$ cat config.mk
export PLATFORM = sky130hd
export DESIGN_NAME = hum_frame_rx
export DESIGN_NICKNAME = d
export VERILOG_FILES = /design/src/rtl/hum_pkg.sv /design/src/rtl/hum_frame_rx_dq_sync.sv /design/src/rtl/hum_frame_rx.sv
export SDC_FILE = /design/constraint.sdc
export NUM_CORES = 1
export LEC_CHECK = 0
export ABC_CLOCK_PERIOD_IN_PS = 11800
export CELL_PAD_IN_SITES_DETAIL_PLACEMENT = 1
export CELL_PAD_IN_SITES_GLOBAL_PLACEMENT = 2
export CORE_ASPECT_RATIO = 1.4
export CORE_MARGIN = 2
export CORE_UTILIZATION = 29
export DETAILED_ROUTE_END_ITERATION = 7
export PLACE_DENSITY = 0.75
export SLEW_MARGIN = 25
export SYNTH_ARGS = -nofsm -noshare
export SYNTH_HDL_FRONTEND = slang
export SYNTH_SLANG_ARGS = --single-unit
$ cat constraint.sdc
create_clock -name clk -period 11.8 [get_ports clk]
set_input_delay 2.95 -clock clk [delete_from_list [all_inputs] [get_ports clk]]
set_output_delay 2.95 -clock clk [all_outputs]
set_load 0.01 [all_outputs]
$ cat src/rtl/hum_pkg.sv
// Shared types and constants for the humidity sensor frame receiver.
package hum_pkg;

  localparam int FRAME_BITS   = 40;
  localparam int SAMPLE_WIDTH = 32;

  typedef enum logic [2:0] {
    IDLE,
    START_LOW,
    REL_WAIT,
    RESP_LOW,
    RESP_HIGH,
    BIT_LOW,
    BIT_HIGH,
    CHECK
  } hum_rx_state_t;

  // The low byte carries the 8-bit sum of the four payload bytes.
  function automatic logic checksum_ok(input logic [FRAME_BITS-1:0] frame);
    logic [7:0] sum;
    sum = frame[39:32] + frame[31:24] + frame[23:16] + frame[15:8];
    return sum == frame[7:0];
  endfunction

endpackage

$ cat src/rtl/hum_frame_rx_dq_sync.sv
// Two-flop synchronizer for the sensor line with registered edge strobes.
// Strobes are aligned with the second sync stage, so edges arrive 2 cycles late.
module dq_sync (
  input  logic clk,
  input  logic reset,
  input  logic dq_in,
  output logic rise,
  output logic fall
);

  logic sync1_q, sync1_d;
  logic sync2_q, sync2_d;
  logic rise_q, rise_d;
  logic fall_q, fall_d;

  always_comb begin
    sync1_d = dq_in;
    sync2_d = sync1_q;
    rise_d  = ~sync2_q & sync1_q;
    fall_d  = sync2_q & ~sync1_q;
  end

  // NOTE: sequential state uses non-blocking assignments so every flop samples pre-edge values.
  always_ff @(posedge clk) begin
    if (reset) begin
      sync1_q <= 1'b1;  // idle line is pulled high
      sync2_q <= 1'b1;
      rise_q  <= 1'b0;
      fall_q  <= 1'b0;
    end else begin
      sync1_q <= sync1_d;
      sync2_q <= sync2_d;
      rise_q  <= rise_d;
      fall_q  <= fall_d;
    end
  end

  assign rise = rise_q;
  assign fall = fall_q;

endmodule

$ cat src/rtl/hum_frame_rx.sv
// Single-wire humidity/temperature sensor front end: start pulse, response and
// 40-bit decode, checksum verification and one FIFO write per valid frame.
module hum_frame_rx
  import hum_pkg::*;
#(
  parameter int CNT_WIDTH      = 15,
  parameter int START_CYCLES   = 18000,
  parameter int BIT_THRESH     = 40,
  parameter int TIMEOUT_CYCLES = 200
) (
  input  logic                    clk,
  input  logic                    reset,
  input  logic                    start,
  input  logic                    dq_in,
  output logic                    dq_oe,
  input  logic                    fifo_full,
  output logic                    wr_en,
  output logic [SAMPLE_WIDTH-1:0] data_out,
  output logic                    busy,
  output logic                    done,
  output logic                    crc_err,
  output logic                    timeout_err,
  output logic                    ovf_err
);

  localparam int IDX_WIDTH = $clog2(FRAME_BITS);
  localparam logic [CNT_WIDTH-1:0] START_LAST  = CNT_WIDTH'(START_CYCLES - 1);
  localparam logic [CNT_WIDTH-1:0] BIT_ONE_MIN = CNT_WIDTH'(BIT_THRESH);
  localparam logic [CNT_WIDTH-1:0] TIMEOUT_CNT = CNT_WIDTH'(TIMEOUT_CYCLES);
  localparam logic [IDX_WIDTH-1:0] LAST_BIT    = IDX_WIDTH'(FRAME_BITS - 1);

  hum_rx_state_t         state_q, state_d;
  logic [CNT_WIDTH-1:0]  cnt_q, cnt_d;
  logic [IDX_WIDTH-1:0]  bit_idx_q, bit_idx_d;
  logic [FRAME_BITS-1:0] shreg_q, shreg_d;

  logic dq_rise, dq_fall;
  logic sensor_phase, timeout_hit, crc_ok;

  dq_sync u_dq_sync (
    .clk   (clk),
    .reset (reset),
    .dq_in (dq_in),
    .rise  (dq_rise),
    .fall  (dq_fall)
  );

  assign sensor_phase = state_q inside {REL_WAIT, RESP_LOW, RESP_HIGH, BIT_LOW, BIT_HIGH};
  assign timeout_hit  = sensor_phase && (cnt_q >= TIMEOUT_CNT);
  assign crc_ok       = checksum_ok(shreg_q);

  // NOTE: every signal gets a default before the case, so no path can infer a latch.
  always_comb begin
    state_d     = state_q;
    bit_idx_d   = bit_idx_q;
    shreg_d     = shreg_q;
    dq_oe       = 1'b0;
    wr_en       = 1'b0;
    done        = 1'b0;
    crc_err     = 1'b0;
    timeout_err = 1'b0;
    ovf_err     = 1'b0;

    if (timeout_hit) begin
      state_d     = IDLE;
      done        = 1'b1;
      timeout_err = 1'b1;
    end else begin
      case (state_q)
        IDLE: begin
          if (start) begin
            state_d   = START_LOW;
            bit_idx_d = '0;
          end
        end
        START_LOW: begin
          dq_oe = 1'b1;
          if (cnt_q == START_LAST) state_d = REL_WAIT;
        end
        REL_WAIT:  if (dq_fall) state_d = RESP_LOW;
        RESP_LOW:  if (dq_rise) state_d = RESP_HIGH;
        RESP_HIGH: if (dq_fall) state_d = BIT_LOW;
        BIT_LOW:   if (dq_rise) state_d = BIT_HIGH;
        BIT_HIGH: begin
          if (dq_fall) begin
            // cnt_q + 1 cycles have been spent high, so > BIT_THRESH means cnt_q >= BIT_THRESH
            shreg_d   = {shreg_q[FRAME_BITS-2:0], cnt_q >= BIT_ONE_MIN};
            bit_idx_d = bit_idx_q + 1'b1;
            if (bit_idx_q == LAST_BIT) state_d = CHECK;
            else                       state_d = BIT_LOW;
          end
        end
        CHECK: begin
          state_d = IDLE;
          done    = 1'b1;
          if (!crc_ok)        crc_err = 1'b1;
          else if (fifo_full) ovf_err = 1'b1;
          else                wr_en   = 1'b1;
        end
        default: state_d = IDLE;
      endcase
    end

    // Reset aborts at once: the pad is released and no frame end is reported.
    if (reset) begin
      dq_oe       = 1'b0;
      wr_en       = 1'b0;
      done        = 1'b0;
      crc_err     = 1'b0;
      timeout_err = 1'b0;
      ovf_err     = 1'b0;
    end

    if (state_d != state_q || state_q == IDLE) cnt_d = '0;
    else                                       cnt_d = cnt_q + 1'b1;
  end

  // NOTE: the shift register is ordinary flops, so it takes the reset like the rest of the state.
  always_ff @(posedge clk) begin
    if (reset) begin
      state_q   <= IDLE;
      cnt_q     <= '0;
      bit_idx_q <= '0;
      shreg_q   <= '0;
    end else begin
      state_q   <= state_d;
      cnt_q     <= cnt_d;
      bit_idx_q <= bit_idx_d;
      shreg_q   <= shreg_d;
    end
  end

  assign busy     = (state_q != IDLE);
  assign data_out = shreg_q[FRAME_BITS-1 -: SAMPLE_WIDTH];

endmodule

==> results of run 1 <==
-- power by group --
group          leakage (uW)  internal [uW]  switching (uW)
sequential         0.000549            235            16.9
combinational      0.000965           31.3            53.2
clock              0.000151            185             101
total               0.00166            452             171
-- worst min-delay path by stage --
stage / end / slack, ns / cells past startpoint
floorplan: u_dq_sync.rise / 0.40 / 1
global placement: u_dq_sync.rise / 0.41 / 1
detailed placement: u_dq_sync.rise / 0.43 / 1
CTS: u_dq_sync.rise / 0.44 / 1
global route: u_dq_sync.rise / 0.47 / 1
finish: u_dq_sync.rise / 0.43 / 1
-- cell type report --
class                   count  area [sq um]  area share, %
multi-input cells         336          2160           47.1
flip-flops and latches     68          1360           29.6
clock buffers              12           236           5.14
repair buffers             46           448           9.74
clock inverters             4          73.8           1.61
inverters                  23          86.3           1.88
well taps                 182           228           4.95
-- through the flow --
stage	hold slack (ns)	instance area (sq um)
after global routing	0.468	4600
after global placement	0.406	4290
final	0.435	4600
after floorplan	0.396	3950
after CTS	0.435	4600
after detailed placement	0.425	4290
-- flip-flops by register name (all words and copies together), names as in the netlist --
name,count
u_dq_sync.fall,1
cnt_q,15
u_dq_sync.sync2_q,1
bit_idx_q,6
u_dq_sync.rise,1
shreg_q,40
u_dq_sync.sync1_q,1
state_q,3
-- critical path, stage by stage --
cell,delay (ns)
buf_2,0.40
nand2b_1,0.34
or2_2,0.33
o21ba_2,0.23
clkdlybuf4s50_1,0.53
-- kinds of logic after synthesis --
kind of cell               after synthesis  share of synthesized area [%]
DFF                                     68                           34.5
and+or+nand+nor                        198                           24.2
AOI/OAI and AO/OA                       76                           11.6
xor gates and xnor gates                35                           7.76
buffers and inverters                   78                           10.8
adders and majority gates               27                           11.2
-- synthesized netlist by cell type, drive strengths merged (2+ instances only) --
cell type | n | share of area (%)
nand4 | 9 | 1.4
nor4 | 10 | 2.0
nor2b | 2 | 0.32
nand3 | 13 | 1.6
buf | 38 | 7.0
a211oi | 2 | 0.38
a21o | 7 | 1.3
dfxtp | 68 | 34
clkbuf | 17 | 1.6
nand2 | 100 | 9.5
o21ai | 5 | 0.63
or3b | 2 | 0.44
nor3b | 3 | 0.57
a21oi | 50 | 6.3
xnor2 | 26 | 5.8
or2 | 4 | 0.63
nand2b | 2 | 0.32
xor2 | 9 | 2.0
and4 | 3 | 0.67
ha | 13 | 4.1
nor2 | 14 | 1.3
nor3 | 26 | 3.3
inv | 23 | 2.2
fa | 14 | 7.1
-- layer usage --
metal | GRT usage [%] | share of wire, %
met1 | 17.5 | 42
met2 | 26.6 | 53
met3 | 2.70 | 2.6
met4 | 6.11 | 2.0
met5 | 0 | 0
==> impl_metrics.env, run 1 <==
export IMPL_cts_root_buf="clkbuf_16"
export IMPL_holdBufCountCts=0
export IMPL_cp_endpoint="crc_err"
export IMPL_finalMaxSlewViolations=0
export IMPL_worstSetupPathType="in -> out"
export IMPL_worstMarginPinSlew_ns=0.972
export IMPL_clock_sinks=68
export IMPL_final_common_cell="nand2_1"
export IMPL_antenna_found_initial=0
export IMPL_postSynthAreaPerCell_sq_um=8.20
export IMPL_start_util_pct=29.6
export IMPL_synth_distinct_cells=50
export IMPL_post_drt_wl_per_cell_microns=14.8
export IMPL_synth_edf_count=0
export IMPL_final_antenna_net_count=0
export IMPL_vias=3217
export IMPL_finalHoldViolations=0
export IMPL_rr_worst_depth=7
export IMPL_peakVddDrop_uv=72.5
export IMPL_die_x_microns=103
export IMPL_fill_cells=1607
export IMPL_layout_setup_ws_ns=4.05
export IMPL_power_density_nw_per_um2=135
export IMPL_synth_main_ff_cell="dfxtp_1"
export IMPL_dpl_worst_slack_ns=4.02
export IMPL_finClkSkew_ns=0.00641
export IMPL_worstPathArrival_ns=4.80
export IMPL_dp_cells=655
export IMPL_dp_hpwl_microns=6950
export IMPL_remaining_drc_errors=0
export IMPL_area_growth_pct=16.4
export IMPL_crit_fanout=51
export IMPL_die_area_sq_um=14600
export IMPL_relSlewSlack_pct=35.2
export IMPL_startpoint="reset"
export IMPL_clk_latency_ns=0.33
export IMPL_yosysWarnings=0
export IMPL_cts_tree="done"
export IMPL_grt_max_degree=52
export IMPL_grt_pass1_wl_microns=17100
export IMPL_reg2reg_from="state_q[1]"
export IMPL_yosysSeqAreaShare_pct=34.5
export IMPL_power_uw=622
export IMPL_gp_congestion=0.777
export IMPL_vias_per_cell=4.79
export IMPL_num_rows=50
export IMPL_track_usage_pct=15.0
export IMPL_cap_violations=0
export IMPL_chipHeight_microns=142
export IMPL_crit_path_end_kind="primary output"
export IMPL_async_flop_share_pct=0
export IMPL_worstHoldStart="u_dq_sync.sync2_q"
export IMPL_grt_pass1_vias=3363
export IMPL_final_util_pct=34.5
export IMPL_cts_buffers=9
export IMPL_status="finished clean"
export IMPL_clk_pin_slew_ns=0.05
export IMPL_fin_cells=671
export IMPL_port_buffers=43
export IMPL_leakagePower_uw=0.00166
export IMPL_setup_viol=0
export IMPL_clockBufferDepth=2
export IMPL_cts_setup_buffers=0
export IMPL_synth_area_sq_um=3950
export IMPL_routed_wl_microns=9950
export IMPL_worstReg2RegEnd="cnt_q[8]"
export IMPL_finalCritPeriodShare_pct=65.7
export IMPL_netlist_instances=482
export IMPL_dr_pass1_iters=4
export IMPL_max_freq_ghz=0.129
export IMPL_io_pins=44
export IMPL_final_nets=516
export IMPL_rsz0062_at_grt="false"
export IMPL_required_ns=8.85
export IMPL_ctsResizeCount=0
export IMPL_timing_final_crit_period_ns=7.75
export IMPL_drive_gt1_share_pct=6.13
export IMPL_core_sq_um=13300
export IMPL_ctsHtreeMaxLevel=3
export IMPL_hold_path_class="reg -> reg"
export IMPL_finalSetupTns_ns=0
export IMPL_critPathLaunchType="input port"
export IMPL_layout_common_cells="nand2_1 (100), dfxtp_1 (68), a21oi_1 (50), clkdlybuf4s50_1 (42)"
export IMPL_syn_num_nets=514
export IMPL_synth_seq_cells=68
export IMPL_grt_overflow_total=0
export IMPL_r2r_slack_ns=8.67
export IMPL_drtIter0Drc=94
export IMPL_antennaDiodeCount=0
Power figures use the tool's default switching activity.
==> run 2: changes to the inputs <==
--- a/config.mk
+++ b/config.mk
@@ -5,7 +5,7 @@
 export SDC_FILE = /design/constraint.sdc
 export NUM_CORES = 1
 export LEC_CHECK = 0
-export ABC_CLOCK_PERIOD_IN_PS = 11800
+export ABC_CLOCK_PERIOD_IN_PS = 7590
 export CELL_PAD_IN_SITES_DETAIL_PLACEMENT = 1
 export CELL_PAD_IN_SITES_GLOBAL_PLACEMENT = 2
 export CORE_ASPECT_RATIO = 1.4
==> constraint.sdc (replaced) <==
create_clock -name clk -period 7.59 [get_ports clk]
set_input_delay 1.8975 -clock clk [delete_from_list [all_inputs] [get_ports clk]]
set_output_delay 1.8975 -clock clk [all_outputs]
set_load 0.01 [all_outputs]
==> impl_metrics.env, run 2 (synthesized netlist as in run 1, its figures left out) <==
export IMPL_status="finished clean"
export IMPL_largest_reg_flops=40
export IMPL_drtIter0Drc=75
export IMPL_finalMaxSlewViolations=0
export IMPL_finalSetupTns_ns=0
export IMPL_setup_viol=0
export IMPL_largest_registers="shreg_q (40), cnt_q (15), bit_idx_q (6)"
export IMPL_cts_tree="done"
export IMPL_grt_overflow_total=0
export IMPL_vias_per_cell=4.79
export IMPL_cts_setup_buffers=0
export IMPL_critPathLaunchType="flop"
export IMPL_clockBufferDepth=2
export IMPL_port_buffers=43
export IMPL_multi_input_area_sq_um=2160
export IMPL_final_nets=516
export IMPL_io_pins=44
export IMPL_layout_common_cells="nand2_1 (100), dfxtp_1 (68), a21oi_1 (50), clkdlybuf4s50_1 (42)"
export IMPL_clk_pin_slew_ns=0.06
export IMPL_cpPeakStageDelay_ns=0.59
export IMPL_area_growth_pct=16.8
export IMPL_cp_cell_sequence="fa_1 > inv_1 > fa_1 > inv_1 > ha_1 > fa_1 > xor2_1 > nor4_1 > nand4_1 > nor4_1 > clkdlybuf4s50_1"
export IMPL_finalHoldViolations=0
export IMPL_antenna_found_initial=0
export IMPL_grt_max_degree=52
export IMPL_fill_cells=1583
export IMPL_cts_root_buf="clkbuf_16"
export IMPL_regMostFlops="shreg_q"
export IMPL_final_antenna_net_count=0
export IMPL_fin_cells=671
export IMPL_crit_top_cell="fa_1"
export IMPL_crit_path_end_kind="primary output"
export IMPL_vias=3214
export IMPL_dp_cells=655
export IMPL_die_x_microns=103
export IMPL_worstMarginPinSlew_ns=0.958
export IMPL_ctsHtreeMaxLevel=3
export IMPL_crit_slowest_cell="clkdlybuf4s50_1"
export IMPL_dr_pass1_iters=4
export IMPL_chipHeight_microns=142
export IMPL_relSlewSlack_pct=36.2
export IMPL_grt_pass1_wl_microns=16800
export IMPL_holdBufCountCts=0
export IMPL_worstPathArrival_ns=4.13
export IMPL_finClkSkew_ns=0.00610
export IMPL_rsz0062_at_grt="false"
export IMPL_remaining_drc_errors=0
export IMPL_clk_latency_ns=0.34
export IMPL_gp_congestion=0.751
export IMPL_routed_wl_microns=9820
export IMPL_crit_fanout=4
export IMPL_clock_sinks=68
export IMPL_antennaDiodeCount=0
export IMPL_max_freq_ghz=0.166
export IMPL_power_density_nw_per_um2=213
export IMPL_timing_final_crit_period_ns=6.02
export IMPL_required_ns=5.69
export IMPL_ctsResizeCount=0
export IMPL_cap_violations=0
export IMPL_dp_hpwl_microns=7100
export IMPL_start_util_pct=29.6
export IMPL_finalCritPeriodShare_pct=79.4
export IMPL_seq_area_sq_um=1360
export IMPL_hold_path_class="reg -> reg"
export IMPL_leakagePower_uw=0.00168
export IMPL_final_common_cell="nand2_1"
export IMPL_num_rows=50
export IMPL_post_drt_wl_per_cell_microns=14.6
export IMPL_die_area_sq_um=14600
export IMPL_hold_ws_ns=0.425
export IMPL_drive_gt1_share_pct=6.75
export IMPL_peakVddDrop_uv=93.9
export IMPL_grt_pass1_vias=3332
export IMPL_cts_buffers=9
export IMPL_worstSetupPathType="reg -> out"
export IMPL_core_sq_um=13300
export IMPL_track_usage_pct=14.8
run 2: changes by cell type in the layout (fill, tap and decap cells not counted), sizes merged:
cell / previous run / this run
clkbuf: 12 / 10
clkinv: 2 / 4
run 2: power breakdown:
| group | switching (uW) | internal, uW | total, uW |
|---|---|---|---|
| Sequential | 26.7 | 365 | 392 |
| Clock | 165 | 296 | 461 |
| Combinational | 81.2 | 49.2 | 130 |
| Total | 273 | 711 | 983 |
run 2: critical path: cells and delay by family, from the launching register on:
family / cells / cell delay, ns
simple gates: 3 / 0.84
xor+xnor: 1 / 0.16
buf+inv: 3 / 0.70
fa+ha+maj: 4 / 1.74
flops: 1 / 0.35
run 2: cell type report:
cell class | instances | area share, %
clock inverters | 6 | 1.90
flip-flops and latches | 68 | 29.5
clock buffers | 10 | 5.18
inverters | 23 | 1.87
well taps | 182 | 4.94
repair buffers | 46 | 9.71
multi-input cells | 336 | 46.9
run 2: layer usage:
metal	part of all wire (%)	GRT usage (%)	up-vias
met4	1.7	5.26	0
met1	41	16.7	1562
met5	0	0	-
li1	-	-	1596
met3	2.2	2.16	14
met2	55	27.5	42
run 2: path summary, 6_finish.rpt:
check                                       start        endpoint  slack, ns  depth (start not counted)
worst max-delay path                   shreg_q[9]           wr_en       1.57                         11
worst min-delay path            u_dq_sync.sync2_q  u_dq_sync.rise       0.43                          1
worst max register to register         state_q[1]       cnt_q[14]       4.51                          7
worst min register to register  u_dq_sync.sync2_q  u_dq_sync.rise       0.43                          1
run 2: stage by stage:
step | util, % | instance area, sq um | power [uW] | setup slack (ns)
2_1_floorplan | - | 3950 | 491 | 2.58
3_3_place_gp | 32.2 | 4290 | 530 | 1.93
3_5_place_dp | 32.2 | 4290 | 533 | 1.90
4_1_cts | 34.6 | 4610 | 1000 | 1.48
5_1_grt | 34.6 | 4610 | 1030 | 1.26
6_report | 34.6 | 4610 | 983 | 1.57
==> RTL change 1, RTL diff (settings of run 2) <==
Change the package constant `SAMPLE_WIDTH` from 32 to 36.
--- a/src/rtl/hum_pkg.sv
+++ b/src/rtl/hum_pkg.sv
@@ -4,3 +4,3 @@
   localparam int FRAME_BITS   = 40;
-  localparam int SAMPLE_WIDTH = 32;
+  localparam int SAMPLE_WIDTH = 36;
 
Interface: changed (resized data_out); port bits go from 44 to 48. The function was not compared with the original's and may differ.
==> RTL change 1 against run 2 <==
- global-route usage up 0.22 points
- power decreased by 5.5%
- sequential cell count stayed put
- maximum frequency up 0.11%
- setup slack improved by 0.0068 ns
- cell area about the same
- synthesized area increased by 0.76%
- wire length up 3.3%
- largest power group unchanged
==> RTL change 1: results (changes against run 2) <==
The number of global-route vias before repair came out at 3365 (was 3332). Run status: finished, final reports clean (unchanged). The largest voltage drop on the vdd net came out at 0.112 mV (was 0.0939 mV). The number of fill cells is 1613 (was 1583). The global-route wire length before repair came out at 17000 um (was 16800 um). The fraction of layout instances using a drive strength above 1 is 6.49% (was 6.75%).

The worst-case clock skew came out at 0.00499 ns (was 0.00610 ns). The final HPWL from detailed placement came to 7360 um (was 7100 um). The worst slew margin relative to its limit came out at 36.1% (was 36.2%). The detailed-route via count came out at 3235 (was 3214).

Top post-synthesis cells by count: sky130_fd_sc_hd__nand2_1 (100), sky130_fd_sc_hd__dfxtp_1 (68), sky130_fd_sc_hd__a21oi_1 (50), sky130_fd_sc_hd__buf_4 (36) (was sky130_fd_sc_hd__nand2_1 (100), sky130_fd_sc_hd__dfxtp_1 (68), sky130_fd_sc_hd__a21oi_1 (50), sky130_fd_sc_hd__buf_4 (32)). The CTS H-tree depth came out at 3 (unchanged). The routed length on met1 was 4220 um (was 4040 um).

The global-route usage over all layers is 15.0% (was 14.8%). The number of buffer cells added on primary ports came out at 47 (was 43). The worst path arrival time is 4.12 ns (was 4.13 ns). The sequential element share of the synthesized area was 34.2% (was 34.5%).

Dominant cells by area after synthesis: sky130_fd_sc_hd__dfxtp_1 (34%), sky130_fd_sc_hd__nand2_1 (9.4%), sky130_fd_sc_hd__fa_1 (7.0%) (was sky130_fd_sc_hd__dfxtp_1 (34%), sky130_fd_sc_hd__nand2_1 (9.5%), sky130_fd_sc_hd__fa_1 (7.1%)). The detailed-route wire length per cell came out at 15.0 um (was 14.6 um). The final RePlAce weighted congestion is 0.744 (was 0.751). The global routing usage on met2 came out at 27.4% (was 27.5%). The met2 routed wirelength came out at 5480 um (was 5400 um). The number of iterations in the first detailed-routing pass is 4 (unchanged).

The share of the core filled with cells in the final layout is 34.5% (was 34.6%). The final net count came out at 520 (was 516). The initial DRC count was 66 (was 75). The mean cell area of the mapped netlist came out at 8.19 um^2 (was 8.20 um^2). The amount of wire on met3 after detailed routing came out at 275 um (was 219 um).
## RTL change 1: path summary, 6_finish.rpt
check	start	to	slack [ns]
setup / recovery	shreg_q[9]$_SDFFE_PP0P_	wr_en	1.57
hold / removal	u_dq_sync.sync2_q$_SDFF_PP1_	u_dq_sync.rise$_SDFF_PP0_	0.43
setup reg to reg	state_q[1]$_SDFF_PP0_	cnt_q[14]$_SDFF_PP0_	4.49
hold reg to reg	u_dq_sync.sync2_q$_SDFF_PP1_	u_dq_sync.rise$_SDFF_PP0_	0.43
## RTL change 1: final cells by class
| class | count | area share [%] |
|---|---|---|
| clock buffers | 13 | 5.85 |
| well taps | 182 | 4.93 |
| multi-input cells | 336 | 46.9 |
| repair buffers | 50 | 10.6 |
| inverters | 23 | 1.87 |
| clock inverters | 3 | 0.434 |
| flip-flops and latches | 68 | 29.5 |
## RTL change 1: power by group through the flow
stage	clock, uW	sequential [uW]	combinational, uW
finish	408	391	131
global route	437	395	145
CTS	421	391	133
global placement	0	398	129
detailed placement	0	398	132
floorplan	0	380	111
## RTL change 1: cell families (layout without fill, tap and decap cells)
group / after synthesis / in the layout / share of synthesized area [%]
and+or+nand+nor: 198 / 198 / 24.0
buffers and inverters: 82 / 89 / 11.4
AOI/OAI and AO/OA: 76 / 76 / 11.5
xor gates and xnor gates: 35 / 35 / 7.70
DFF: 68 / 68 / 34.2
adders and majority gates: 27 / 27 / 11.1
## RTL change 1: through the flow
stage,setup WS [ns],instances,total power (uW)
finish,1.57,675,930
global route,1.29,675,977
CTS,1.53,675,945
detailed placement,1.91,659,531
global placement,1.91,659,527
floorplan,2.58,486,491
==> RTL change 2, RTL diff (settings of run 2) <==
Without the edit above. Reset style: asynchronous (`reset`), changed in 2 clocked blocks.
--- a/src/rtl/hum_frame_rx_dq_sync.sv
+++ b/src/rtl/hum_frame_rx_dq_sync.sv
@@ -23,3 +23,3 @@
   // NOTE: sequential state uses non-blocking assignments so every flop samples pre-edge values.
-  always_ff @(posedge clk) begin
+  always_ff @(posedge clk or posedge reset) begin
     if (reset) begin
--- a/src/rtl/hum_frame_rx.sv
+++ b/src/rtl/hum_frame_rx.sv
@@ -118,3 +118,3 @@
   // NOTE: the shift register is ordinary flops, so it takes the reset like the rest of the state.
-  always_ff @(posedge clk) begin
+  always_ff @(posedge clk or posedge reset) begin
     if (reset) begin
Behaviour: differs if reset is asserted again (counterexample within 4 cycles, from zero or initial values and one cycle with reset high); with reset held inactive, the same outputs for 10 cycles.
==> RTL change 2 against run 2 <==
- cell count shrank 13%
- setup slack lost 0.11 ns
- sequential share of layout area is 6.3 points higher
- sequential cell count stayed put
- largest cell class unchanged
- maximum frequency down 1.8%
- power rose by 13%
- worst hold slack worse by 0.054 ns
- synthesized area increased by 3.1%
- cell area increased by 3.3%
- die area increased by 3.0%
- wire length decreased by 7.6%
==> RTL change 2: results (changes against run 2) <==
The global-route wire length before repair came out at 15000 um (was 16800 um). The complex-gate fraction of the synthesized area was 8.08% (was 11.6%). The number of buffer cells added on primary ports came out at 43 (unchanged). The initial DRC count is 65 (was 75). Dominant cells by area after synthesis: sky130_fd_sc_hd__dfrtp_1 (41%), sky130_fd_sc_hd__mux2_2 (8.6%), sky130_fd_sc_hd__fa_1 (6.9%) (was sky130_fd_sc_hd__dfxtp_1 (34%), sky130_fd_sc_hd__nand2_1 (9.5%), sky130_fd_sc_hd__fa_1 (7.1%)). Top post-synthesis cells by count: sky130_fd_sc_hd__dfrtp_1 (66), sky130_fd_sc_hd__buf_4 (33), sky130_fd_sc_hd__mux2_2 (31), sky130_fd_sc_hd__nor3_1 (25), sky130_fd_sc_hd__xnor2_1 (25) (was sky130_fd_sc_hd__nand2_1 (100), sky130_fd_sc_hd__dfxtp_1 (68), sky130_fd_sc_hd__a21oi_1 (50), sky130_fd_sc_hd__buf_4 (32)).

The largest voltage drop on the vdd net is 0.101 mV (was 0.0939 mV). The worst slew margin relative to its limit came out at 39.7% (was 36.2%). The worst setup slack after placement was 1.73 ns (was 1.90 ns).

The adder and majority gate portion of the synthesized area is 10.9% (was 11.2%). The leakage power came to 0.00208 uW (was 0.00168 uW). The final HPWL from detailed placement is 6560 um (was 7100 um). The area of placed instances is 4460 um^2 (was 4290 um^2). The detailed-route via count is 2739 (was 3214). The number of global-route vias before repair was 2898 (was 3332).

The worst path arrival time came out at 4.24 ns (was 4.13 ns). The highest net fanout along the worst path came to 4 (unchanged). The detailed-route wire length per cell came out at 15.6 um (was 14.6 um). The synthesized-area fraction occupied by xor and xnor cells came out at 6.88% (was 7.76%). The share of async-settable or async-resettable flops after synthesis came to 100% (was 0%). The worst min-delay path class is reg -> reg (unchanged). The global-route usage over all layers is 12.9% (was 14.8%). The largest net degree at the start of global routing is 69 (was 52).

Run status: finished, final reports clean (unchanged). The portion of netlist area occupied by mux cells came out at 8.57% (was 0%). The slowest library cell on the worst path is sky130_fd_sc_hd__clkdlybuf4s50_1 (unchanged). The final net count came out at 424 (was 516). The synthesized net count is 410 (was 514). The worst-case clock skew was 0.00927 ns (was 0.00610 ns). The number of setup buffers added after CTS came out at 0 (unchanged). The final RePlAce weighted congestion came to 0.792 (was 0.751). The sequential element share of the synthesized area was 41.8% (was 34.5%). The clock slew at the register clock pins of the worst setup and hold paths is 0.06 ns (about the same). The post-cts sizing count is 0 (unchanged). Largest registers: shreg_q (40), cnt_q (15), bit_idx_q (6) (unchanged). The fraction of layout instances using a drive strength above 1 is 15.6% (was 6.75%).
## RTL change 2: changes by cell type after synthesis, moves of 12 or more
cell                       before  now
sky130_fd_sc_hd__dfrtp_1        0   66
sky130_fd_sc_hd__clkbuf_1      17    5
sky130_fd_sc_hd__nand2_1      100   18
sky130_fd_sc_hd__dfxtp_1       68    0
sky130_fd_sc_hd__a21oi_1       50   10
sky130_fd_sc_hd__mux2_2         0   31
## RTL change 2: cell families (layout without fill, tap and decap cells)
| family | count (synthesis) | count (layout) |
|---|---|---|
| compound gates | 47 | 47 |
| xor+xnor | 32 | 32 |
| fa+ha+maj | 27 | 27 |
| buf+inv | 66 | 85 |
| flops | 68 | 68 |
| mux | 31 | 31 |
| simple gates | 107 | 107 |
## RTL change 2: cell type report
class,instances,area (um^2)
fillers,1557,9080
clock buffers,9,225
well taps,185,231
repair buffers,46,453
multi-input cells,244,1990
flip-flops and latches,68,1700
clock inverters,7,76.3
inverters,23,86.3
## RTL change 2: where the power goes
part / total [uW] / internal, uW / leakage (uW) / switching (uW)
sequential: 431 / 384 / 0.000933 / 46.5
combinational: 257 / 98.5 / 0.00101 / 158
clock: 426 / 256 / 0.000142 / 170
total: 1110 / 739 / 0.00208 / 375
## RTL change 2: metal layers
layer  track usage (%)  part of all wire [%]
met5                 0                     0
met4              4.69                   1.4
met3              2.97                   2.4
met2              23.6                    54
met1              14.6                    42
## RTL change 2: path summary, 6_finish.rpt
path | from | end | depth (start not counted) | slack [ns]
setup reg to reg | state_q[1]$_DFF_PP0_ | cnt_q[12]$_DFF_PP0_ | 7 | 4.67
max in group asynchronous | reset | cnt_q[13]$_DFF_PP0_ | 3 | 4.74
hold / removal | u_dq_sync.sync1_q$_DFF_PP1_ | u_dq_sync.sync2_q$_DFF_PP1_ | 0 | 0.37
min in group asynchronous | reset | state_q[0]$_DFF_PP0_ | 3 | 2.24
setup / recovery | shreg_q[9]$_DFFE_PP0P_ | wr_en | 11 | 1.46
hold reg to reg | u_dq_sync.sync1_q$_DFF_PP1_ | u_dq_sync.sync2_q$_DFF_PP1_ | 0 | 0.37
## RTL change 2: per-stage QoR
stage / instances / utilization [%]
finish: 582 / 34.4
global route: 582 / 34.4
CTS: 582 / 34.4
detailed placement: 566 / 32.2
global placement: 566 / 32.2
floorplan: 378 / -
## RTL change 2: worst reg2reg max path, stage by stage, from the launching register on
cell and delay (ns):
sky130_fd_sc_hd__dfrtp_1 0.63, sky130_fd_sc_hd__inv_1 0.19, sky130_fd_sc_hd__ha_1 0.29, sky130_fd_sc_hd__or3_1 0.48, sky130_fd_sc_hd__nor2_2 0.32, sky130_fd_sc_hd__or4_1 0.19
sky130_fd_sc_hd__o2111ai_2 0.40, sky130_fd_sc_hd__nor3_1 0.33
